$ cat config.mk
export PLATFORM = sky130hd
export DESIGN_NAME = vedic_mult_pipe
export DESIGN_NICKNAME = d
export VERILOG_FILES = /design/src/rtl/vedic_pkg.sv /design/src/rtl/vedic_2x2.sv /design/src/rtl/vedic_mult_pipe.sv
export SDC_FILE = /design/constraint.sdc
export NUM_CORES = 1
export LEC_CHECK = 0
export CORE_MARGIN = 3
export CORE_UTILIZATION = 30
export DETAILED_ROUTE_END_ITERATION = 8
export PLACE_DENSITY = 0.45
export SYNTH_ARGS = -nofsm -noshare
export SYNTH_HDL_FRONTEND = slang
export SYNTH_SLANG_ARGS = --single-unit
$ cat constraint.sdc
create_clock -name clk -period 4.1 [get_ports clk]
set_clock_uncertainty 0.15 [all_clocks]
set_input_delay 0.82 -clock clk [delete_from_list [all_inputs] [get_ports clk]]
set_output_delay 0.82 -clock clk [all_outputs]
set_load 0.01 [all_outputs]
$ cat src/rtl/vedic_pkg.sv
// Shared helpers for the pipelined Vedic multiplier: a constant log2 and the
// four-way partial-product combine used at every level above the 2x2 cells.
package vedic_pkg;

  // Working width for the combine arithmetic; supports WIDTH up to 32.
  localparam int unsigned VW = 64;
  localparam int unsigned MAX_WIDTH = VW / 2;

  typedef logic [VW-1:0] vword_t;

  // Ceiling log2, usable in constant expressions.
  function automatic int unsigned clog2(input int unsigned v);
    int unsigned r;
    r = 0;
    for (int unsigned i = 0; i < 32; i++) begin
      if ((64'd1 << r) < 64'(v)) r = r + 1;
    end
    return r;
  endfunction

  // Urdhva-Tiryagbhyam combine of four half-width products, h = half width.
  function automatic vword_t vedic_combine(input vword_t p_ll, input vword_t p_hl,
                                           input vword_t p_lh, input vword_t p_hh,
                                           input int unsigned h);
    return p_ll + (p_hl << h) + (p_lh << h) + (p_hh << (2 * h));
  endfunction

endpackage

$ cat src/rtl/vedic_2x2.sv
// 2-bit x 2-bit Vedic partial-product cell, purely combinational.
module vedic_2x2
  import vedic_pkg::*;
(
  input  logic [1:0] i_a,
  input  logic [1:0] i_b,
  output logic [3:0] o_p
);

  logic w_x10;
  logic w_x01;
  logic w_cross_s;
  logic w_cross_c;
  logic w_vert_hi;

  // Crosswise step: a1*b0 + a0*b1, vertical step: a1*b1 plus cross carry.
  assign w_x10     = i_a[1] & i_b[0];
  assign w_x01     = i_a[0] & i_b[1];
  assign w_cross_s = w_x10 ^ w_x01;
  assign w_cross_c = w_x10 & w_x01;
  assign w_vert_hi = i_a[1] & i_b[1];

  assign o_p = {w_vert_hi & w_cross_c, w_vert_hi ^ w_cross_c, w_cross_s, i_a[0] & i_b[0]};

endmodule

$ cat src/rtl/vedic_mult_pipe.sv
// Pipelined WIDTH x WIDTH Vedic multiplier with valid/ready on both sides.
// Stage 1 registers operand magnitudes, result sign and tag; each further
// stage merges four half-width products into one of double width. The last
// stage applies the sign and is the output register. All stages advance
// together whenever the output is empty or being taken.
module vedic_mult_pipe
  import vedic_pkg::*;
#(
  parameter int unsigned WIDTH = 8,
  parameter int unsigned TAG_W = 4
) (
  input  logic               clk,
  input  logic               rst_n,
  input  logic               in_valid,
  output logic               in_ready,
  input  logic [WIDTH-1:0]   in_a,
  input  logic [WIDTH-1:0]   in_b,
  input  logic               in_signed,
  input  logic [TAG_W-1:0]   in_tag,
  output logic               out_valid,
  input  logic               out_ready,
  output logic [2*WIDTH-1:0] out_p,
  output logic [TAG_W-1:0]   out_tag,
  output logic               busy
);

  localparam int unsigned L  = clog2(WIDTH);
  localparam int unsigned PW = 2 * WIDTH;

  logic             w_adv;
  logic [WIDTH-1:0] w_mag_a;
  logic [WIDTH-1:0] w_mag_b;
  logic [WIDTH-1:0] r_mag_a;
  logic [WIDTH-1:0] r_mag_b;
  logic [L-1:0]     r_vld;
  logic [L-2:0]     r_sgn;
  logic [TAG_W-1:0] r_tag [L];

  assign w_adv     = !r_vld[L-1] || out_ready;
  assign in_ready  = w_adv;
  assign out_valid = r_vld[L-1];
  assign out_tag   = r_tag[L-1];
  assign busy      = |r_vld;

  // Magnitudes stay WIDTH bits unsigned, so the most negative value is exact.
  assign w_mag_a = (in_signed && in_a[WIDTH-1]) ? -in_a : in_a;
  assign w_mag_b = (in_signed && in_b[WIDTH-1]) ? -in_b : in_b;

  // Input capture plus valid/sign/tag sideband shifting with the data stages.
  always_ff @(posedge clk or negedge rst_n) begin
    if (!rst_n) begin
      r_vld   <= '0;
      r_sgn   <= '0;
      r_mag_a <= '0;
      r_mag_b <= '0;
      for (int unsigned i = 0; i < L; i++) r_tag[i] <= '0;
    end else if (w_adv) begin
      r_vld[0] <= in_valid;
      if (in_valid) begin
        r_mag_a  <= w_mag_a;
        r_mag_b  <= w_mag_b;
        r_sgn[0] <= in_signed & (in_a[WIDTH-1] ^ in_b[WIDTH-1]);
        r_tag[0] <= in_tag;
      end
      for (int unsigned i = 1; i < L; i++) begin
        r_vld[i] <= r_vld[i-1];
        r_tag[i] <= r_tag[i-1];
      end
      for (int unsigned i = 1; i < L - 1; i++) r_sgn[i] <= r_sgn[i-1];
    end
  end

  // Level k holds (WIDTH>>k)^2 products of 2^k-bit operand segments; entry
  // index is a_segment * NS + b_segment.
  for (genvar k = 1; k <= L; k++) begin : g_lvl
    localparam int unsigned NS = WIDTH >> k;
    logic [PW-1:0] w_prod [NS*NS];

    if (k == 1) begin : g_cells
      for (genvar i = 0; i < NS; i++) begin : g_a
        for (genvar j = 0; j < NS; j++) begin : g_b
          logic [3:0] w_pp;
          vedic_2x2 u_cell (
            .i_a (r_mag_a[2*i +: 2]),
            .i_b (r_mag_b[2*j +: 2]),
            .o_p (w_pp)
          );
          assign w_prod[i*NS + j] = PW'(w_pp);
        end
      end
    end else begin : g_stage
      for (genvar i = 0; i < NS; i++) begin : g_a
        for (genvar j = 0; j < NS; j++) begin : g_b
          localparam int unsigned PNS  = 2 * NS;
          localparam int unsigned BASE = (2 * i) * PNS + (2 * j);
          logic [PW-1:0] w_mag;
          logic [PW-1:0] w_nxt;
          logic [PW-1:0] r_p;

          assign w_mag = PW'(vedic_combine(
                           vword_t'(g_lvl[k-1].w_prod[BASE]),
                           vword_t'(g_lvl[k-1].w_prod[BASE + PNS]),
                           vword_t'(g_lvl[k-1].w_prod[BASE + 1]),
                           vword_t'(g_lvl[k-1].w_prod[BASE + PNS + 1]),
                           32'd1 << (k - 1)));
          // Only the final level applies the sign carried from stage 1.
          assign w_nxt = (k == L && r_sgn[k-2]) ? -w_mag : w_mag;

          // Product register for this level; holds while the output stalls.
          always_ff @(posedge clk or negedge rst_n) begin
            if (!rst_n) r_p <= '0;
            else if (w_adv) r_p <= w_nxt;
          end

          assign w_prod[i*NS + j] = r_p;
        end
      end
    end
  end

  assign out_p = g_lvl[L].w_prod[0];

endmodule

==> impl_metrics.csv, run 1 <==
group,metric,value,unit
worst_setup_path,critPathLaunchType,"flop",
routing,post_drt_wl_per_cell,12.89,µm
grt,overflow,0,
clock_tree,clk_latency,350,ps
routing,drt_pass1_iterations,5,
routing,ant_nets,0,
routing,vias,4518,
clock_tree,cts_tree,"done",
sta,worstMarginPinSlew,1055,ps
clock_tree,root_buffer,"clkbuf_16",
sta,rsz0062_at_grt,"false",
cells_and_area,finalNetCount,863,
power_and_ir_drop,p_leak,0.003692,µW
status,status,"complete, no violations",
power_and_ir_drop,p_clk_frac,0.171,
placed_design,dpl.hpwl,10030,µm
synth,ys_warn_count,0,
routing,via_per_inst,4.456,
worst_setup_path,worst_setup_path_end_kind,"flop",
cells_and_area,layout_common_cells,"110 x nand2_1, 94 x inv_1, 84 x dfrtp_1",
cells_and_area,antenna_cells,0,
power_and_ir_drop,power.density,666.1,nW/µm²
worst_setup_path,r2r_slack,320,ps
synth,yosys_most_used_dff,"dfrtp_1",
sta,drv_slew,0,
worst_setup_path,cpPeakStageDelay,590,ps
clock_tree,htreeDepth,3,
routing,drc,0,
power_and_ir_drop,seq_power_share,0.285,
worst_setup_path,slowest_stage,"or4_4",
power_and_ir_drop,switching_power,2107,µW
floorplanning,io_pins,48,
floorplanning,row_count,52,
cells_and_area,area_delta_synth_final,16.33,%
worst_setup_path,crit_required,4160,ps
clock_tree,ctsHoldBuffers,0,
sta,fin_crit_sh,0.9218,
worst_setup_path,path_max_fanout,3,
sta,maxSlewHeadroom,0.2968,
cells_and_area,drive_gt1_frac,0.04570,
grt,antenna_found_initial,0,
min_path,hold_class,"reg -> reg",
worst_setup_path,cp_cell_sequence,"inv_1 > fa_1 > inv_1 > ha_1 > ha_1 > fa_1 > a21o_2 > a31oi_1 > o311ai_2 > or4_4 > o31ai_4 > xor2_1 > o21ai_1",
job,drv_cap,0,
power_and_ir_drop,combPwrFrac,0.544,
cells_and_area,final_common_cell,"nand2_1",
grt,grt_max_degree,85,
worst_setup_path,arrival,3840,ps
worst_setup_path,r2r-start,"g_lvl[2].g_stage.g_a[0].g_b[0].r_p[6]",
clock_tree,clock_path_buffers,2,
min_path,holdCritStartpoint,"out_tag[1]",
power_and_ir_drop,power.internal,2786,µW
cells_and_area,fin_util,0.3596,
synth,ys_ff_latch,84,
power_and_ir_drop,ir_worst_vdd,0.2140,mV
clock_tree,cts_sinks,84,
cells_and_area,fin_cells,1014,
clock_tree,path_clk_slew,70,ps
floorplanning,start_util,0.3091,
placed_design,gp_congestion,0.7613,
worst_setup_path,crit_start,"g_lvl[2].g_stage.g_a[0].g_b[0].r_p[6]",
synth,synth_nets,827,
grt,track_usage,0.1242,
worst_setup_path,path_class,"reg -> reg",
sta,setup-tns-final,0,ps
grt,grt_pass1_wl,22450,µm
synth,async_reset_ff_frac,1.000,
sta,min_period,3779,ps
synth,ys_types,42,
floorplanning,die_area,22830,µm²
placed_design,io_buffers,47,
power_and_ir_drop,switching_share,0.4307,
sta,clock.fmax,0.2646,GHz
synth,synth_area_per_cell,8.983,µm²
floorplanning,die_height,151.1,µm
sta,setup_viol,0,
clock_tree,cts-resized-gates,0,
routing,drt-total-wl,13070,µm
floorplanning,core_area,20430,µm²
clock_tree,cts_buffers,9,
clock_tree,cts_setup_buffers,0,
sta,hold_violations,0,
grt,grt_pass1_vias,4507,
floorplanning,die_w,151.1,µm
synth,synth_edf_count,0,
placed_design,place_inst,998,
synth,synth_seq_area_share,0.3329,
synth,syn_area,6315,µm²
routing,drt_iter0_drc,204,
synth,postSynthCellCount,703,
cell type report:
cell class,instances,area [µm²]
fillers,2144,13080
multi-input cells,498,3750
flip-flops and latches,84,2102
repair buffers,51,498.0
inverters,95,356.6
well taps,270,337.8
clock buffers,10,229.0
clock inverters,6,72.57
path summary, 6_finish.rpt:
kind / endpoint / depth (start not counted)
setup / recovery: out_p[15] / 13
hold / removal: out_tag[1] / 2
setup reg to reg: out_p[15] / 13
hold reg to reg: out_tag[1] / 2
max in group asynchronous: r_sgn[0] / 1
min in group asynchronous: out_p[15] / 1
state kept, by name (all words and copies together) (netlist names):
signal	cells
out_tag	4
r_tag	8
g_lvl.g_stage.g_a.g_b.r_p	35
r_mag_a	8
r_sgn	2
r_mag_b	8
out_p	16
r_vld	3
power by group through the flow:
stage | combinational [µW] | sequential (µW) | clock [µW]
after detailed placement | 2690 | 1420 | 0
after floorplan | 1970 | 1350 | 0
final | 2660 | 1400 | 837
after global routing | 3090 | 1450 | 896
after global placement | 2670 | 1410 | 0
after CTS | 2720 | 1410 | 867
per-layer routing:
layer,GRT usage,vias to the layer above,share of wire
met2,0.1909,51,0.44
met1,0.1783,2123,0.52
met3,0.01586,13,0.023
met5,0,-,0
li1,-,2331,-
met4,0.04760,0,0.018
cell usage after synthesis (10+ instances only):
cell	n	area (µm²)
and2_1	60	375.4
a21o_1	10	75.07
ha_1	68	850.8
nor2_1	25	93.84
nand3_1	12	60.06
a21oi_1	27	135.1
fa_1	31	620.6
dfrtp_1	84	2102
clkbuf_1	20	75.07
xnor2_1	14	122.6
nand2_1	110	412.9
o21ai_0	52	260.3
inv_1	94	352.8
xor2_1	30	262.8
kinds of logic after synthesis:
family / synth area share
buffers and inverters: 0.07450
xor gates and xnor gates: 0.06103
adders and majority gates: 0.2330
muxes: 0.01664
and+or+nand+nor: 0.1720
AOI/OAI and AO/OA: 0.1100
DFF: 0.3329
stage by stage:
step	area (µm²)	total power, µW	setup slack [ps]	hold WS [ps]
final	7346	4893	320.7	314.6
after global routing	7346	5434	61.50	341.8
after global placement	7044	4071	357.4	299.6
after CTS	7346	4996	283.7	319.4
after floorplan	6315	3323	485.0	288.6
after detailed placement	7044	4112	298.6	303.4
worst max-delay path, delay by kind of cell (launching register included):
kind / cells / cell delay (ps)
compound gates: 5 / 850
flops: 1 / 340
simple gates: 1 / 590
buf+inv: 2 / 110
xor+xnor: 1 / 170
fa+ha+maj: 4 / 1440
Power figures use the tool's default switching activity.
==> run 2: changes to the inputs <==
==> constraint.sdc (replaced) <==
create_clock -name clk -period 4.3 [get_ports clk]
set_clock_uncertainty 0.15 [all_clocks]
set_input_delay 0.86 -clock clk [delete_from_list [all_inputs] [get_ports clk]]
set_output_delay 0.86 -clock clk [all_outputs]
set_load 0.01 [all_outputs]
==> run 2 against run 1 <==
  * Wire length is 2.2% higher
  * Critical endpoint unchanged
  * Global-route usage is 0.12 points higher
  * Maximum frequency is 0.24% higher
  * Sequential cell count stayed put
  * Largest cell class unchanged
  * Utilization is 0.092 points higher
  * Total power is 3.8% lower
  * Register-to-register slack better by 210 ps
==> impl_metrics.csv, run 2 (same netlist as run 1, synthesis figures left out) <==
group,metric,value,unit
placed_design,place_area,7044,µm²
worst_setup_path,r2r_slack,530,ps
cells_and_area,top_register,"g_lvl.g_stage.g_a.g_b.r_p",
routing,vias,4505,
sta,setup-tns-final,0,ps
floorplanning,core_area,20430,µm²
sta,maxSlewHeadroom,0.2728,
sta,hold_violations,0,
routing,drt_pass1_iterations,4,
sta,rsz0062_at_grt,"false",
job,drv_cap,0,
cells_and_area,fillers,2128,
placed_design,place_inst,998,
cells_and_area,largest_reg_flops,35,
sta,fin_crit_sh,0.8768,
clock_tree,cts_tree,"done",
routing,ant_nets,0,
clock_tree,cts_buffers,9,
status,status,"complete, no violations",
cells_and_area,final_area,7365,µm²
min_path,hold_end,"out_tag[1]",
clock_tree,cts_sinks,84,
floorplanning,start_util,0.3091,
power_and_ir_drop,ir_worst_vdd,0.2400,mV
placed_design,dpl.hpwl,10170,µm
floorplanning,row_count,52,
grt,grt_pass1_vias,4602,
sta,worstMarginPinSlew,1091,ps
power_and_ir_drop,fin_total_pwr,4707,µW
routing,drt_iter0_drc,145,
cells_and_area,area_delta_synth_final,16.62,%
clock_tree,clock_path_buffers,2,
floorplanning,die_w,151.1,µm
grt,antenna_found_initial,0,
clock_tree,clk_latency,340,ps
min_path,hold_class,"reg -> reg",
clock_tree,htreeDepth,3,
sta,setup_viol,0,
sta,min_period,3770,ps
worst_setup_path,worst_setup_path_end_kind,"flop",
cells_and_area,antenna_cells,0,
cells_and_area,layout_common_cells,"110 x nand2_1, 94 x inv_1, 84 x dfrtp_1",
grt,overflow,0,
clock_tree,path_clk_slew,70,ps
cells_and_area,finalNetCount,863,
clock_tree,ctsHoldBuffers,0,
cells_and_area,final_common_cell,"nand2_1",
clock_tree,cts_setup_buffers,0,
routing,drt-total-wl,13360,µm
worst_setup_path,reg2reg_to,"out_p[15]",
worst_setup_path,crit_required,4360,ps
floorplanning,die_area,22830,µm²
placed_design,io_buffers,47,
clock_tree,root_buffer,"clkbuf_16",
floorplanning,io_pins,48,
floorplanning,die_height,151.1,µm
grt,track_usage,0.1254,
worst_setup_path,path_max_fanout,3,
power_and_ir_drop,p_leak,0.003701,µW
min_path,hold_path_depth,2,
worst_setup_path,worstRegToRegCells,13,
routing,post_drt_wl_per_cell,13.17,µm
cells_and_area,fin_cells,1014,
power_and_ir_drop,power.density,639.1,nW/µm²
routing,via_per_inst,4.443,
cells_and_area,drive_gt1_frac,0.04704,
worst_setup_path,r2r-start,"g_lvl[2].g_stage.g_a[0].g_b[0].r_p[6]",
worst_setup_path,arrival,3830,ps
sta,drv_slew,0,
worst_setup_path,critPathLaunchType,"flop",
sta,clock.fmax,0.2652,GHz
worst_setup_path,path_class,"reg -> reg",
grt,grt_max_degree,85,
min_path,holdCritStartpoint,"out_tag[1]",
routing,drc,0,
grt,grt_pass1_wl,22670,µm
clock_tree,cts-resized-gates,0,
placed_design,gp_congestion,0.7586,
[run 2: worst max-delay path, stage by stage (launching register included)]
cell and delay [ps]:
dfrtp_1 340, inv_1 60, fa_1 520, inv_1 40
ha_1 280, ha_1 230, fa_1 410, a21o_2 260
a31oi_1 200, o311ai_2 130, or4_4 590, o31ai_4 190
xor2_1 160, o21ai_1 70
[run 2: metrics by stage]
stage	utilization	setup slack (ps)	hold WS, ps
finish	0.3605	529.7	316.1
detailed placement	0.3448	501.8	305.2
global route	0.3605	298.4	335.8
global placement	0.3448	557.5	299.8
CTS	0.3605	493.5	321.4
floorplan	-	685.0	288.6
[run 2: cell type report]
| cell class | instances | area [µm²] | share of cell area |
|---|---|---|---|
| clock buffers | 11 | 252.7 | 0.03432 |
| flip-flops and latches | 84 | 2102 | 0.2854 |
| clock inverters | 5 | 67.56 | 0.009174 |
| inverters | 95 | 356.6 | 0.04842 |
| repair buffers | 51 | 498.0 | 0.06762 |
| well taps | 270 | 337.8 | 0.04587 |
| multi-input cells | 498 | 3750 | 0.5092 |
[run 2: how the worst max path moves through the flow]
stage                                                      from         to  slack (ps)  cells past startpoint
after detailed placement  g_lvl[2].g_stage.g_a[0].g_b[0].r_p[6]  out_p[15]         500                     13
after CTS                 g_lvl[2].g_stage.g_a[0].g_b[0].r_p[6]  out_p[15]         490                     13
final                     g_lvl[2].g_stage.g_a[0].g_b[0].r_p[6]  out_p[15]         530                     13
after floorplan           g_lvl[2].g_stage.g_a[0].g_b[0].r_p[6]  out_p[15]         690                     13
after global placement    g_lvl[2].g_stage.g_a[0].g_b[0].r_p[6]  out_p[15]         560                     13
after global routing      g_lvl[2].g_stage.g_a[0].g_b[0].r_p[6]  out_p[15]         300                     13
[run 2: report_power, final]
| part | switching [µW] | total, µW | internal (µW) |
|---|---|---|---|
| registers | 249 | 1330 | 1080 |
| clock network | 344 | 835 | 490 |
| logic | 1420 | 2540 | 1120 |
[run 2: layer usage]
metal  part of all wire  GRT usage
met1               0.51     0.1750
met2               0.45     0.2007
met3              0.020    0.01706
met4              0.016    0.04216
met5                  0          0
